$ cat src/rtl/dptr_defs.sv
`default_nettype none
// ============================================================================
// Package : dptr_defs
// Purpose : Shared definitions for the R-type datapath, its sequencer and
//           benches: opcode/funct encodings, instruction field slices and
//           the sequencer state encodings.
// Ports   : none (package)
// Revision: 1.0 - initial release
// ============================================================================
package dptr_defs;

  // Instruction encodings
  localparam logic [5:0]  OPCODE_RTYPE = 6'b000000;
  localparam logic [5:0]  FUNCT_ADD    = 6'b100000;
  localparam logic [5:0]  FUNCT_SUB    = 6'b100010;
  localparam logic [5:0]  FUNCT_AND    = 6'b100100;
  localparam logic [5:0]  FUNCT_OR     = 6'b100101;
  localparam logic [5:0]  FUNCT_SLT    = 6'b101010;
  localparam logic [31:0] INSTR_NOP    = 32'h0000_0000;

  // Sequencer state encodings
  typedef logic [2:0] state_t;
  localparam state_t ST_IDLE   = 3'd0;
  localparam state_t ST_FETCH  = 3'd1;
  localparam state_t ST_WAIT   = 3'd2;
  localparam state_t ST_SETTLE = 3'd3;
  localparam state_t ST_WRITE  = 3'd4;
  localparam state_t ST_NEXT   = 3'd5;
  localparam state_t ST_DONE   = 3'd6;

  // Instruction field slices
  function automatic logic [5:0] instr_opcode(input logic [31:0] instr);
    return instr[31:26];
  endfunction

  function automatic logic [4:0] instr_rs(input logic [31:0] instr);
    return instr[25:21];
  endfunction

  function automatic logic [4:0] instr_rt(input logic [31:0] instr);
    return instr[20:16];
  endfunction

  function automatic logic [4:0] instr_rd(input logic [31:0] instr);
    return instr[15:11];
  endfunction

  function automatic logic [5:0] instr_funct(input logic [31:0] instr);
    return instr[5:0];
  endfunction

endpackage
`default_nettype wire

$ cat src/rtl/dptr_rdecode.sv
`default_nettype none
// ============================================================================
// Module  : dptr_rdecode
// Purpose : Combinational R-type legality decode, shared by the sequencer and
//           the datapath ALU control.
// Ports   : instr (in, 32)  instruction word
//           legal (out, 1)  R-type opcode with a supported funct
//           nop   (out, 1)  all-zero instruction word
// Revision: 1.0 - initial release
// ============================================================================
module dptr_rdecode
  import dptr_defs::*;
(
  input  logic [31:0] instr,
  output logic        legal,
  output logic        nop
);

  // The all-zero word has funct 000000, so it never decodes as legal.
  always_comb begin
    nop   = (instr == INSTR_NOP);
    legal = 1'b0;
    if (instr_opcode(instr) == OPCODE_RTYPE) begin
      case (instr_funct(instr))
        FUNCT_ADD, FUNCT_SUB, FUNCT_AND, FUNCT_OR, FUNCT_SLT: legal = 1'b1;
        default:                                              legal = 1'b0;
      endcase
    end
  end

endmodule
`default_nettype wire

$ cat src/rtl/dptr_sequencer.sv
`default_nettype none
// ============================================================================
// Module  : dptr_sequencer
// Purpose : Multi-cycle controller between program memory and the R-type
//           datapath. Fetches base..last (wrapping), drives legal
//           instructions to the datapath, waits a settle window, pulses the
//           register write strobe and tallies executed / zero-flag results.
// Ports   : clk, rst_n             clock, async active-low reset
//           start, base_addr,      run request and pc range (sampled in IDLE)
//           last_addr
//           im_rd, im_addr,        sync-read instruction memory interface
//           im_rdata
//           dp_instr, dp_wr_en,    datapath instruction bus, write strobe,
//           dp_zf                  zero flag
//           busy, done             run status
//           exec_cnt, zf_cnt, err  per-run saturating counters, sticky error
// Revision: 1.0 - initial release
// ============================================================================
module dptr_sequencer
  import dptr_defs::*;
#(
  parameter int ADDR_W = 5,
  parameter int SETTLE = 2,
  parameter int CNT_W  = 8
) (
  input  logic              clk,
  input  logic              rst_n,
  input  logic              start,
  input  logic [ADDR_W-1:0] base_addr,
  input  logic [ADDR_W-1:0] last_addr,
  output logic              im_rd,
  output logic [ADDR_W-1:0] im_addr,
  input  logic [31:0]       im_rdata,
  output logic [31:0]       dp_instr,
  output logic              dp_wr_en,
  input  logic              dp_zf,
  output logic              busy,
  output logic              done,
  output logic [CNT_W-1:0]  exec_cnt,
  output logic [CNT_W-1:0]  zf_cnt,
  output logic              err
);

  localparam int                SCNT_W      = (SETTLE > 1) ? $clog2(SETTLE) : 1;
  localparam logic [SCNT_W-1:0] SETTLE_LOAD = SCNT_W'(SETTLE - 1);
  localparam logic [CNT_W-1:0]  CNT_MAX     = '1;

  state_t            r_state;
  state_t            w_state_next;
  logic [ADDR_W-1:0] r_pc;
  logic [ADDR_W-1:0] r_last;
  logic [SCNT_W-1:0] r_settle;
  logic              w_legal;
  logic              w_nop;

  dptr_rdecode u_rdecode (
    .instr (im_rdata),
    .legal (w_legal),
    .nop   (w_nop)
  );

  assign im_addr = r_pc;

  // State register
  always_ff @(posedge clk or negedge rst_n) begin
    if (!rst_n) begin
      r_state <= ST_IDLE;
    end else begin
      r_state <= w_state_next;
    end
  end

  // Next-state logic. im_rdata is only meaningful in WAIT, one cycle after
  // the FETCH read strobe.
  always_comb begin
    w_state_next = r_state;
    case (r_state)
      ST_IDLE:   if (start) w_state_next = ST_FETCH;
      ST_FETCH:  w_state_next = ST_WAIT;
      ST_WAIT:   w_state_next = w_legal ? ST_SETTLE : ST_NEXT;
      ST_SETTLE: if (r_settle == '0) w_state_next = ST_WRITE;
      ST_WRITE:  w_state_next = ST_NEXT;
      ST_NEXT:   w_state_next = (r_pc == r_last) ? ST_DONE : ST_FETCH;
      ST_DONE:   w_state_next = ST_IDLE;
      default:   w_state_next = ST_IDLE;
    endcase
  end

  // Outputs decoded from state. busy covers DONE, so a start arriving in the
  // DONE cycle is seen with busy high and is not accepted.
  always_comb begin
    im_rd    = (r_state == ST_FETCH);
    dp_wr_en = (r_state == ST_WRITE);
    done     = (r_state == ST_DONE);
    busy     = (r_state != ST_IDLE);
  end

  // pc, settle counter, instruction bus and result counters
  always_ff @(posedge clk or negedge rst_n) begin
    if (!rst_n) begin
      r_pc     <= '0;
      r_last   <= '0;
      r_settle <= '0;
      dp_instr <= '0;
      exec_cnt <= '0;
      zf_cnt   <= '0;
      err      <= 1'b0;
    end else begin
      case (r_state)
        ST_IDLE: begin
          if (start) begin
            r_pc     <= base_addr;
            r_last   <= last_addr;
            exec_cnt <= '0;
            zf_cnt   <= '0;
            err      <= 1'b0;
          end
        end
        ST_WAIT: begin
          // Skipped words leave dp_instr untouched so the datapath input
          // stays stable across NOPs and illegal encodings.
          if (w_legal) begin
            dp_instr <= im_rdata;
            r_settle <= SETTLE_LOAD;
          end else if (!w_nop) begin
            err <= 1'b1;
          end
        end
        ST_SETTLE: begin
          if (r_settle != '0) r_settle <= r_settle - 1'b1;
        end
        ST_WRITE: begin
          if (exec_cnt != CNT_MAX)        exec_cnt <= exec_cnt + 1'b1;
          if (dp_zf && zf_cnt != CNT_MAX) zf_cnt   <= zf_cnt + 1'b1;
        end
        ST_NEXT: begin
          // Natural ADDR_W-bit wrap lets last < base run across the top.
          if (r_pc != r_last) r_pc <= r_pc + ADDR_W'(1);
        end
        default: ;
      endcase
    end
  end

endmodule
`default_nettype wire

$ cat config.mk
export PLATFORM = sky130hd
export DESIGN_NAME = dptr_sequencer
export DESIGN_NICKNAME = d
export VERILOG_FILES = /design/src/rtl/dptr_defs.sv /design/src/rtl/dptr_rdecode.sv /design/src/rtl/dptr_sequencer.sv
export SDC_FILE = /design/constraint.sdc
export NUM_CORES = 1
export LEC_CHECK = 0
export ABC_AREA = 0
export BUFFER_PORTS_ARGS = -buffer_cell sky130_fd_sc_hd__buf_2
export CAP_MARGIN = 20
export CORE_MARGIN = 3
export CORE_UTILIZATION = 45
export DETAILED_ROUTE_END_ITERATION = 7
export GPL_TIMING_DRIVEN = 0
export PLACE_DENSITY_LB_ADDON = 0.1
export SYNTH_ARGS = -nofsm -noshare
export SYNTH_HDL_FRONTEND = slang
export SYNTH_SLANG_ARGS = --single-unit
$ cat constraint.sdc
create_clock -name clk -period 3.1 [get_ports clk]
set_clock_uncertainty 0.05 [all_clocks]
set_input_delay 0.465 -clock clk [delete_from_list [all_inputs] [get_ports clk]]
set_output_delay 0.465 -clock clk [all_outputs]
set_load 0.05 [all_outputs]
Word level (Yosys, flattened, before mapping)
Index checks and enable logic that the tools add are counted.

cells by class
  multiplexer cells = 22
  equality and inequality tests = 23
  $add $sub $neg = 4
  reductions and logical operators = 18

operators with widths
  kind                 count
  $logic_not 32->1     1
  $pmux 8 s2           2
  $eq 6x6->1 const B   5
  $mux 8               3
  $pmux 3 s6           1
  $add 8x1->8 const B  2
  $ne 8x8->1 const B   2
  $mux 3               4
  $ne 2x2->1 const B   6
  $mux 5               2
  $pmux 5 s2           1
  $eq 3x3->1 const B   3
  $reduce_and 3->1     3
  $reduce_and 2->1     4
  $reduce_bool 2->1    4
  $mux 1               7
  $eq 3x2->1 const B   2
  $logic_not 6->1      1
  $add 5x1->5 const B  1
  $eq 5x5->1           1
  $ne 5x5->1           1
  $reduce_or 5->1      1
  $ne 2x1->1 const B   2
  $pmux 1 s2           2
  6 further kinds      6

word-level totals
  word-level logic and storage cells = 75
  output and inout port bits = 58
  register bits = 63

Logic depth before layout (Yosys ltp)
Gate-level depths: netlist of run 1.

  depth in word-level cells = 6
  depth in mapped cells = 7
  depth with buffers taken out = 6

Hierarchy
A second synthesis of run 1 with hierarchy kept.

second synthesis, totals
  cells, all modules = 288
  area, all modules = 3,108.0 sq um

by module, submodules not included
  module          sequential area each (sq um)  times used  cells each  area an instance (sq um)
  dptr_sequencer  1,576.5                       1           270         2,997.9
  dptr_rdecode    0.0                           1           18          110.1

Worst setup path before layout of run 1
No wires, ideal clock.

  path type = register to output
  start = register r_state[0]
  end = output im_rd
  setup slack = 0.738 ns
  arrival time = 1.847 ns
  cell stages (with the launch flop) = 4
  buffers on the path = 1
  required time = 2.585 ns
  path through = dfrtp_1 -> clkbuf_1 -> inv_1 -> nor3_1

on the way
  cells in the longest elaborated chain, start to end = 1

ends and longest elaborated chain
  what                    line                  source
  from (decl)             dptr_sequencer.sv:48  state_t r_state;
  from (signal assigned)  dptr_sequencer.sv:69  r_state <= w_state_next;
  $eq 3x1->1              dptr_sequencer.sv:92  im_rd = (r_state == ST_FETCH);
  to (decl)               dptr_sequencer.sv:31  output logic im_rd,

No other way between the ends.

Final worst setup path of run 1
Ends and elaborated chain as after synthesis.

==> metrics.txt, run 1 <==
PortBufs 103; vias in the first global route 2507; Critical Path RT 2.58 ns; ys async rst share 1.000; fmax 435.3 MHz; clock-pin transition on the worst setup and hold timing paths 0.07 ns; die area 7540 um^2; dpl hpwl 4893 um; hold violation count in the final report 0; CTS-repair resized insts 0; nature of the critical path startpoint flop; commonest cells in the netlist 63 x dfrtp_1, 25 x nand2_1, 22 x mux2_2; core box area 6131 um^2; largest net degree at the start of global routing 64; Crit path largest cell delay 0.40 ns; max-cap violations 0; Mapped Cells 267; Adder-Cell Fraction of Synth Area 0.01277; Setup Total Neg Slack 0 ns; Mapped Area 2940 um^2; sw frac 0.4076; crit path cell chain clkbuf_1 > inv_1 > nor3_1 > buf_2; CP Capture Type output pin; power share of the combinational group 0.363; total CTS buffers 9; Max VDD drop 592.7 uV; Synth Area in Simple Gates 0.1957; Initial Util 0.4796; Slew Limit Fails 0; Reg power frac 0.372; Synth Area in XOR/XNOR 0.04170; P_int 1.672 mW; switching power total 1.150 mW; Compound-Gate Fraction of Synth Area 0.08553; CP Buf/Inv Count 3; largest family of logic cells by synthesized area simple AND/OR/NAND/NOR gates; CP max stage cell clkbuf_1; Worst EP arrival 1.78 ns; flops & latches, synth 63; top_reg_cell synth dfrtp_1; Post-Syn Nets 316; Synth warnings 0; Post-CTS Hold Fix Bufs 0; layout cells sized above 1 0.3912; P_leak 1.987 nW; Total GRT Usage 0.1947; clk root buf clkbuf_8; Rows 28; DR pass1 iterations 4; die width 86.84 um; unrepaired setup endpoints after global routing no; die height 86.84 um; number of setup buffers added after CTS 0; Antenna Violating Nets Remaining 0; total wire length 6758 um; # H-tree levels 3; post-synth top area share 0.5362; total power 2.823 mW; nets 430; Inserted Diodes 0; mux cell area share after synthesis 0.09872; antenna violations before repair 0; Routed WL per cell 14.66 um; syn_area_per_cell 11.01 um^2; reg2reg path depth 5; library cells used by synthesis 48; clock power share 0.266; class of the worst hold path in2async; crit share post-route 0.7411; Clock Path Buffers 2; Critical Path Fanout Max 10; Vias 2441; most common cell in the netlist dfrtp_1; clk sinks 63; CP Depth 4; Placer Congestion 0.8391; post-synthesis sequential area ratio 0.5362; Fillers 528; vias per cell 5.295; Max-Slew Margin vs Limit 0.4812; outcome finished, final reports clean; Area growth syn-to-layout 27.91%; Final Setup Violations 0; Power Density 750.4 nW/um^2; Top delay family on crit path buffers and inverters; critical path class reg2out; largest cells by area after synthesis dfrtp_1 54%, mux2_2 8.4%, nand2_1 3.2%, xnor2_1 2.7%, nor2_1 2.4%; Clk Latency, worst-skew pair 0.33 ns; cell accounting for the most synthesized area dfrtp_1; post-layout min period 2.297 ns; DRC 0; Slew @ Worst Pin 0.7782 ns; num ports 104; CTS tree built; global route total overflow 0; first-pass GRT wire length 11500 um; Post-synth EDFFs 0; initial drt markers 117
==> layout by cell type, fill, tap and decap left out, types with 2 or more instances in the layout <==
cell type | Yosys | final
nand2b_1 | 2 | 2
xnor2_1 | 9 | 9
o21ai_0 | 9 | 9
nor4_1 | 7 | 7
clkinv_2 | 0 | 2
o22ai_1 | 2 | 2
mux2_2 | 22 | 22
nand3b_1 | 2 | 2
nand3_1 | 6 | 6
o211ai_1 | 3 | 3
a21o_1 | 2 | 2
nor2b_1 | 7 | 7
clkbuf_1 | 9 | 10
nor4_2 | 2 | 2
buf_6 | 3 | 3
dfrtp_1 | 63 | 63
or2_2 | 2 | 2
or3_1 | 2 | 2
xor2_1 | 5 | 5
mux2_1 | 2 | 2
and3_1 | 5 | 5
buf_2 | 0 | 102
a211oi_1 | 5 | 5
nand4_1 | 5 | 5
nor2_1 | 19 | 19
ha_1 | 3 | 3
o2bb2ai_1 | 2 | 2
nand2_1 | 25 | 25
inv_1 | 5 | 5
clkbuf_8 | 0 | 12
a21oi_1 | 6 | 6
nor3_1 | 13 | 13
mux2i_1 | 2 | 2
==> power groups by stage <==
stage	Clock [mW]	Sequential [mW]	Combinational, mW
after CTS	0.764	1.05	1.03
after global routing	0.806	1.07	1.13
after global placement	0	1.06	1.01
after floorplan	0	1.28	0.531
final	0.750	1.05	1.02
after detailed placement	0	1.06	1.03
==> logic make-up (layout without fill, tap and decap cells) <==
| group | Yosys count | after routing |
|---|---|---|
| and+or+nand+nor | 107 | 107 |
| xor gates and xnor gates | 14 | 14 |
| AOI/OAI and AO/OA | 37 | 37 |
| buffers and inverters | 17 | 136 |
| DFF | 63 | 63 |
| adders and majority gates | 3 | 3 |
| muxes | 26 | 26 |
==> metal layers <==
layer,vias up,wire length [um],global-route usage
met2,81,3135,0.3057
li1,1187,-,-
met1,1163,3004,0.2462
met5,-,0,0
met3,10,505,0.05418
met4,0,112,0.09632
==> layout make-up <==
| type | instances | area [um^2] | share of cell area |
|---|---|---|---|
| Sequential cell | 63 | 1577 | 0.4192 |
| Buffer | 12 | 67.56 | 0.01796 |
| Clock inverter | 3 | 40.04 | 0.01065 |
| Tap cell | 75 | 93.84 | 0.02495 |
| Inverter | 5 | 18.77 | 0.004990 |
| Clock buffer | 13 | 168.9 | 0.04491 |
| Timing Repair Buffer | 103 | 518.0 | 0.1377 |
| Multi-Input combinational cell | 187 | 1277 | 0.3397 |
==> path summary, 6_finish.rpt <==
check                                            to                     from  slack (ns)
max                                           im_rd   r_state[0]$_DFFE_PN0P_        0.80
max reg2reg                  im_addr[0]$_DFFE_PN0P_   im_addr[0]$_DFFE_PN0P_        0.93
min                           zf_cnt[6]$_DFFE_PN0P_                    rst_n        0.17
max in group asynchronous  dp_instr[19]$_DFFE_PN0P_                    rst_n        2.33
min in group clk              r_last[0]$_DFFE_PN0P_             last_addr[0]        0.27
min reg2reg                 dp_instr[5]$_DFFE_PN0P_  dp_instr[5]$_DFFE_PN0P_        0.41
==> metrics by stage <==
stage               cells  area (um^2)  worst slack (ns)    util  hold slack [ns]
detailed placement    445         3552            0.5210  0.5794           0.4000
global route          461         3761            0.6819  0.6135           0.2364
finish                461         3761            0.8026  0.6135           0.1715
global placement      445         3550            0.5345  0.5790           0.3989
floorplan             267         2940            0.7383       -           0.1194
CTS                   461         3761            0.7740  0.6135           0.2060
==> state kept, by name, summed over array words and instances (netlist names) <==
signal	count
im_addr	5
r_settle	1
exec_cnt	8
r_last	5
r_state	3
dp_instr	32
err	1
zf_cnt	8
Note: power is estimated with default switching activity, not from simulation.
==> run 2, diff against run 1 <==
ABC_AREA = 1   (was 0)
clock period = 1.9 ns   (was 3.1 ns; I/O delays follow)
==> run 2 against run 1 <==
  * The run now ends with hold timing left
  * Clock power increased by 53%
  * Sequential share of layout area fell by 3.3 points
  * Sequential cell count stayed put
  * Clock-buffer cell count is 3 lower
  * Register-to-register slack lost 0.65 ns
  * Non-clock buffer count down 3
  * Area after synthesis up 9.8%
  * Critical endpoint unchanged
  * Largest cell class unchanged
  * Largest power group is now combinational cells
  * Highest routed layer unchanged
==> metrics.txt, run 2 <==
die height 90.72 um (was 86.84 um); commonest cells in the netlist 172 x nand2_1, 63 x dfrtp_1, 47 x nor2_1 (was 63 x dfrtp_1, 25 x nand2_1, 22 x mux2_2); Area growth syn-to-layout 26.46% (was 27.91%); Post-synth EDFFs 0 (unchanged); vias in the first global route 2808 (was 2507); first-pass GRT wire length 12710 um (was 11500 um); nets 578 (was 430); Slew @ Worst Pin 0.8048 ns (was 0.7782 ns); Total GRT Usage 0.1875 (was 0.1947); Initial Util 0.4701 (was 0.4796); syn_area_per_cell 7.782 um^2 (was 11.01 um^2); Top reg by flops dp_instr (unchanged); antenna violations before repair 0 (unchanged); top_reg_cell synth dfrtp_1 (unchanged); fmax 567.9 MHz; non-filler instance count after layout 630 (was 461); Top delay family on crit path flip-flops (was buffers and inverters); number of setup buffers added after CTS 0 (unchanged); flops & latches, synth 63 (unchanged); Critical Path Fanout Max 5 (was 10); # H-tree levels 3 (unchanged); CP Depth 4 (unchanged); unrepaired setup endpoints after global routing no (unchanged); Max-Slew Margin vs Limit 0.4635 (was 0.4812); max reg flops 32 (unchanged); vias per cell 4.648 (was 5.295); crit share post-route 0.9268; core box area 6869 um^2 (was 6131 um^2); P_int 2.686 mW (was 1.672 mW); Clock Path Buffers 2 (unchanged); post-synthesis sequential area ratio 0.4882 (was 0.5362); max-cap violations 0 (unchanged); clock power share 0.246 (was 0.266); Placer Congestion 0.7809 (was 0.8391); die width 90.72 um (was 86.84 um); CP Capture Type output pin (unchanged); clock-pin transition on the worst setup and hold timing paths 0.07 ns (about the same); DP Cell Count 614 (was 445); leading cell type in the layout, fill and taps excluded nand2_1 (was buf_2); Mapped Area 3229 um^2 (was 2940 um^2); Rows 30 (was 28); switching power total 1.992 mW (was 1.150 mW); clk sinks 63 (unchanged); ys async rst share 1.000 (unchanged); Post-Syn Nets 464 (was 316); Cell Area, Placed 3872 um^2 (was 3552 um^2); Reg2Reg Setup Slack 0.28 ns (was 0.93 ns); die area 8229 um^2 (was 7540 um^2); final setup margin 0.1391 ns (was 0.8026 ns); Worst R2R End zf_cnt[4]$_DFFE_PN0P_ (was im_addr[0]$_DFFE_PN0P_); Max VDD drop 525.5 uV (was 592.7 uV); largest net degree at the start of global routing 64 (unchanged); num ports 104 (unchanged); dpl hpwl 5467 um (was 4893 um); clk root buf clkbuf_8 (unchanged); post-synth top area share 0.4882 (was 0.5362); Final Setup Violations 0 (unchanged); hold violation count in the final report 11 (was 0); Critical path origin r_state[1]$_DFFE_PN0P_ (was r_state[0]$_DFFE_PN0P_); DR pass1 iterations 4 (unchanged); reg2reg path depth 8 (was 5); power share of the combinational group 0.380 (was 0.363); Critical Path RT 1.56 ns (was 2.58 ns); library cells used by synthesis 30 (was 48); Reg power frac 0.374 (was 0.372); DRC 0 (unchanged); most common cell in the netlist nand2_1 (was dfrtp_1); post-layout util 0.5945 (was 0.6135); CTS tree built (unchanged); failing checks hold timing; critical path class reg2out (unchanged); CP Buf/Inv Count 2 (was 3); cell accounting for the most synthesized area dfrtp_1 (unchanged); Synth warnings 0 (unchanged); layout cells sized above 1 0.2978 (was 0.3912); post-layout min period 1.761 ns; Mapped Cells 415 (was 267); Vias 2928 (was 2441); nature of the critical path startpoint flop (unchanged); Inserted Diodes 0 (unchanged); CP endpoint im_rd (unchanged); Crit path largest cell delay 0.45 ns (was 0.40 ns); Setup Total Neg Slack 0 ns (unchanged); outcome complete, but fails checks (was finished, final reports clean); Critical R2R Launch zf_cnt[0]$_DFFE_PN0P_ (was im_addr[0]$_DFFE_PN0P_); total CTS buffers 9 (unchanged); Power Density 1145 nW/um^2 (was 750.4 nW/um^2); initial drt markers 98 (was 117); Worst Hold Margin -0.01326 ns (was 0.1715 ns); crit path cell chain inv_1 > nand2_1 > nor2_1 > buf_2 (was clkbuf_1 > inv_1 > nor3_1 > buf_2); dpl ws 0.2509 ns (was 0.5210 ns); sw frac 0.4258 (was 0.4076); global route total overflow 0 (unchanged); Routed WL per cell 11.68 um (was 14.66 um); CP max stage cell dfrtp_1 (was clkbuf_1); top flop regs dp_instr: 32 flops, exec_cnt: 8 flops, zf_cnt: 8 flops (unchanged); P_leak 2.395 nW (was 1.987 nW); Slew Limit Fails 0 (unchanged); Clk Latency, worst-skew pair 0.33 ns (about the same); class of the worst hold path in2async (unchanged); largest cells by area after synthesis dfrtp_1 49%, nand2_1 20%, nor2_1 5.5%, nand3_1 5.0%, inv_1 3.8% (was dfrtp_1 54%, mux2_2 8.4%, nand2_1 3.2%, xnor2_1 2.7%, nor2_1 2.4%); total wire length 7359 um (was 6758 um); total power 4.677 mW (was 2.823 mW); Finished Cell Area 4084 um^2 (was 3761 um^2); Worst EP arrival 1.43 ns (was 1.78 ns); Antenna Violating Nets Remaining 0 (unchanged); most frequent cells in the layout 171 x nand2_1, 104 x buf_2, 62 x dfrtp_1, 47 x nor2_1, 33 x inv_1 (was 102 x buf_2, 63 x dfrtp_1, 25 x nand2_1, 22 x mux2_2, 19 x nor2_1); PortBufs 103 (unchanged)
run 2: worst min-delay path by stage:
stage	to	slack [ns]	cells past startpoint
2_1_floorplan	dp_instr[0]$_DFFE_PN0P_	-0.06	0
3_3_place_gp	dp_instr[27]$_DFFE_PN0P_	0.40	2
3_5_place_dp	dp_instr[21]$_DFFE_PN0P_	0.38	1
4_1_cts	zf_cnt[5]$_DFFE_PN0P_	0.02	1
5_1_grt	exec_cnt[4]$_DFFE_PN0P_	0.05	1
6_report	dp_instr[21]$_DFFE_PN0P_	-0.01	1
run 2: metal layers:
layer / wire [um] / vias to the layer above / track usage
li1: - / 1517 / -
met1: 3335 / 1336 / 0.2445
met2: 3565 / 67 / 0.3101
met3: 382 / 8 / 0.03750
met4: 76 / 0 / 0.06505
met5: 0 / - / 0
run 2: cell families (layout without fill, tap and decap cells):
family / Yosys count / after routing / synth area share
DFF: 63 / 63 / 0.4882
muxes: 1 / 1 / 0.004648
adders and majority gates: 3 / 3 / 0.01162
AOI/OAI and AO/OA: 16 / 16 / 0.03022
and+or+nand+nor: 277 / 277 / 0.3754
buffers and inverters: 47 / 166 / 0.06819
xor gates and xnor gates: 8 / 8 / 0.02169
run 2: area by class of cell:
cell class | instances | area [um^2]
fill | 683 | 2785
sequential | 63 | 1578
multi-input combinational | 305 | 1445
timing repair buffer | 103 | 520.5
inverter | 38 | 147.6
clock buffer | 10 | 137.6
tap | 96 | 120.1
buffer | 9 | 75.07
clock inverter | 6 | 60.06
run 2: repair_timing:
action,CTS,global route
endpoints found under the setup margin,1,2
gates cloned,0,0
hold buffers,0,0
resized for setup,3,2
run 2: power groups by stage:
stage | Combinational [mW] | Clock [mW] | Sequential (mW)
global route | 1.96 | 1.25 | 1.79
CTS | 1.79 | 1.18 | 1.74
detailed placement | 1.78 | 0 | 1.77
global placement | 1.74 | 0 | 1.76
finish | 1.78 | 1.15 | 1.75
floorplan | 1.03 | 0 | 2.06
run 2: worst register-to-register path, delay by kind of cell, from the launching register on:
| family | cells | cell delay [ns] |
|---|---|---|
| and+or+nand+nor | 7 | 0.83 |
| adders and majority gates | 1 | 0.20 |
| DFF | 1 | 0.42 |
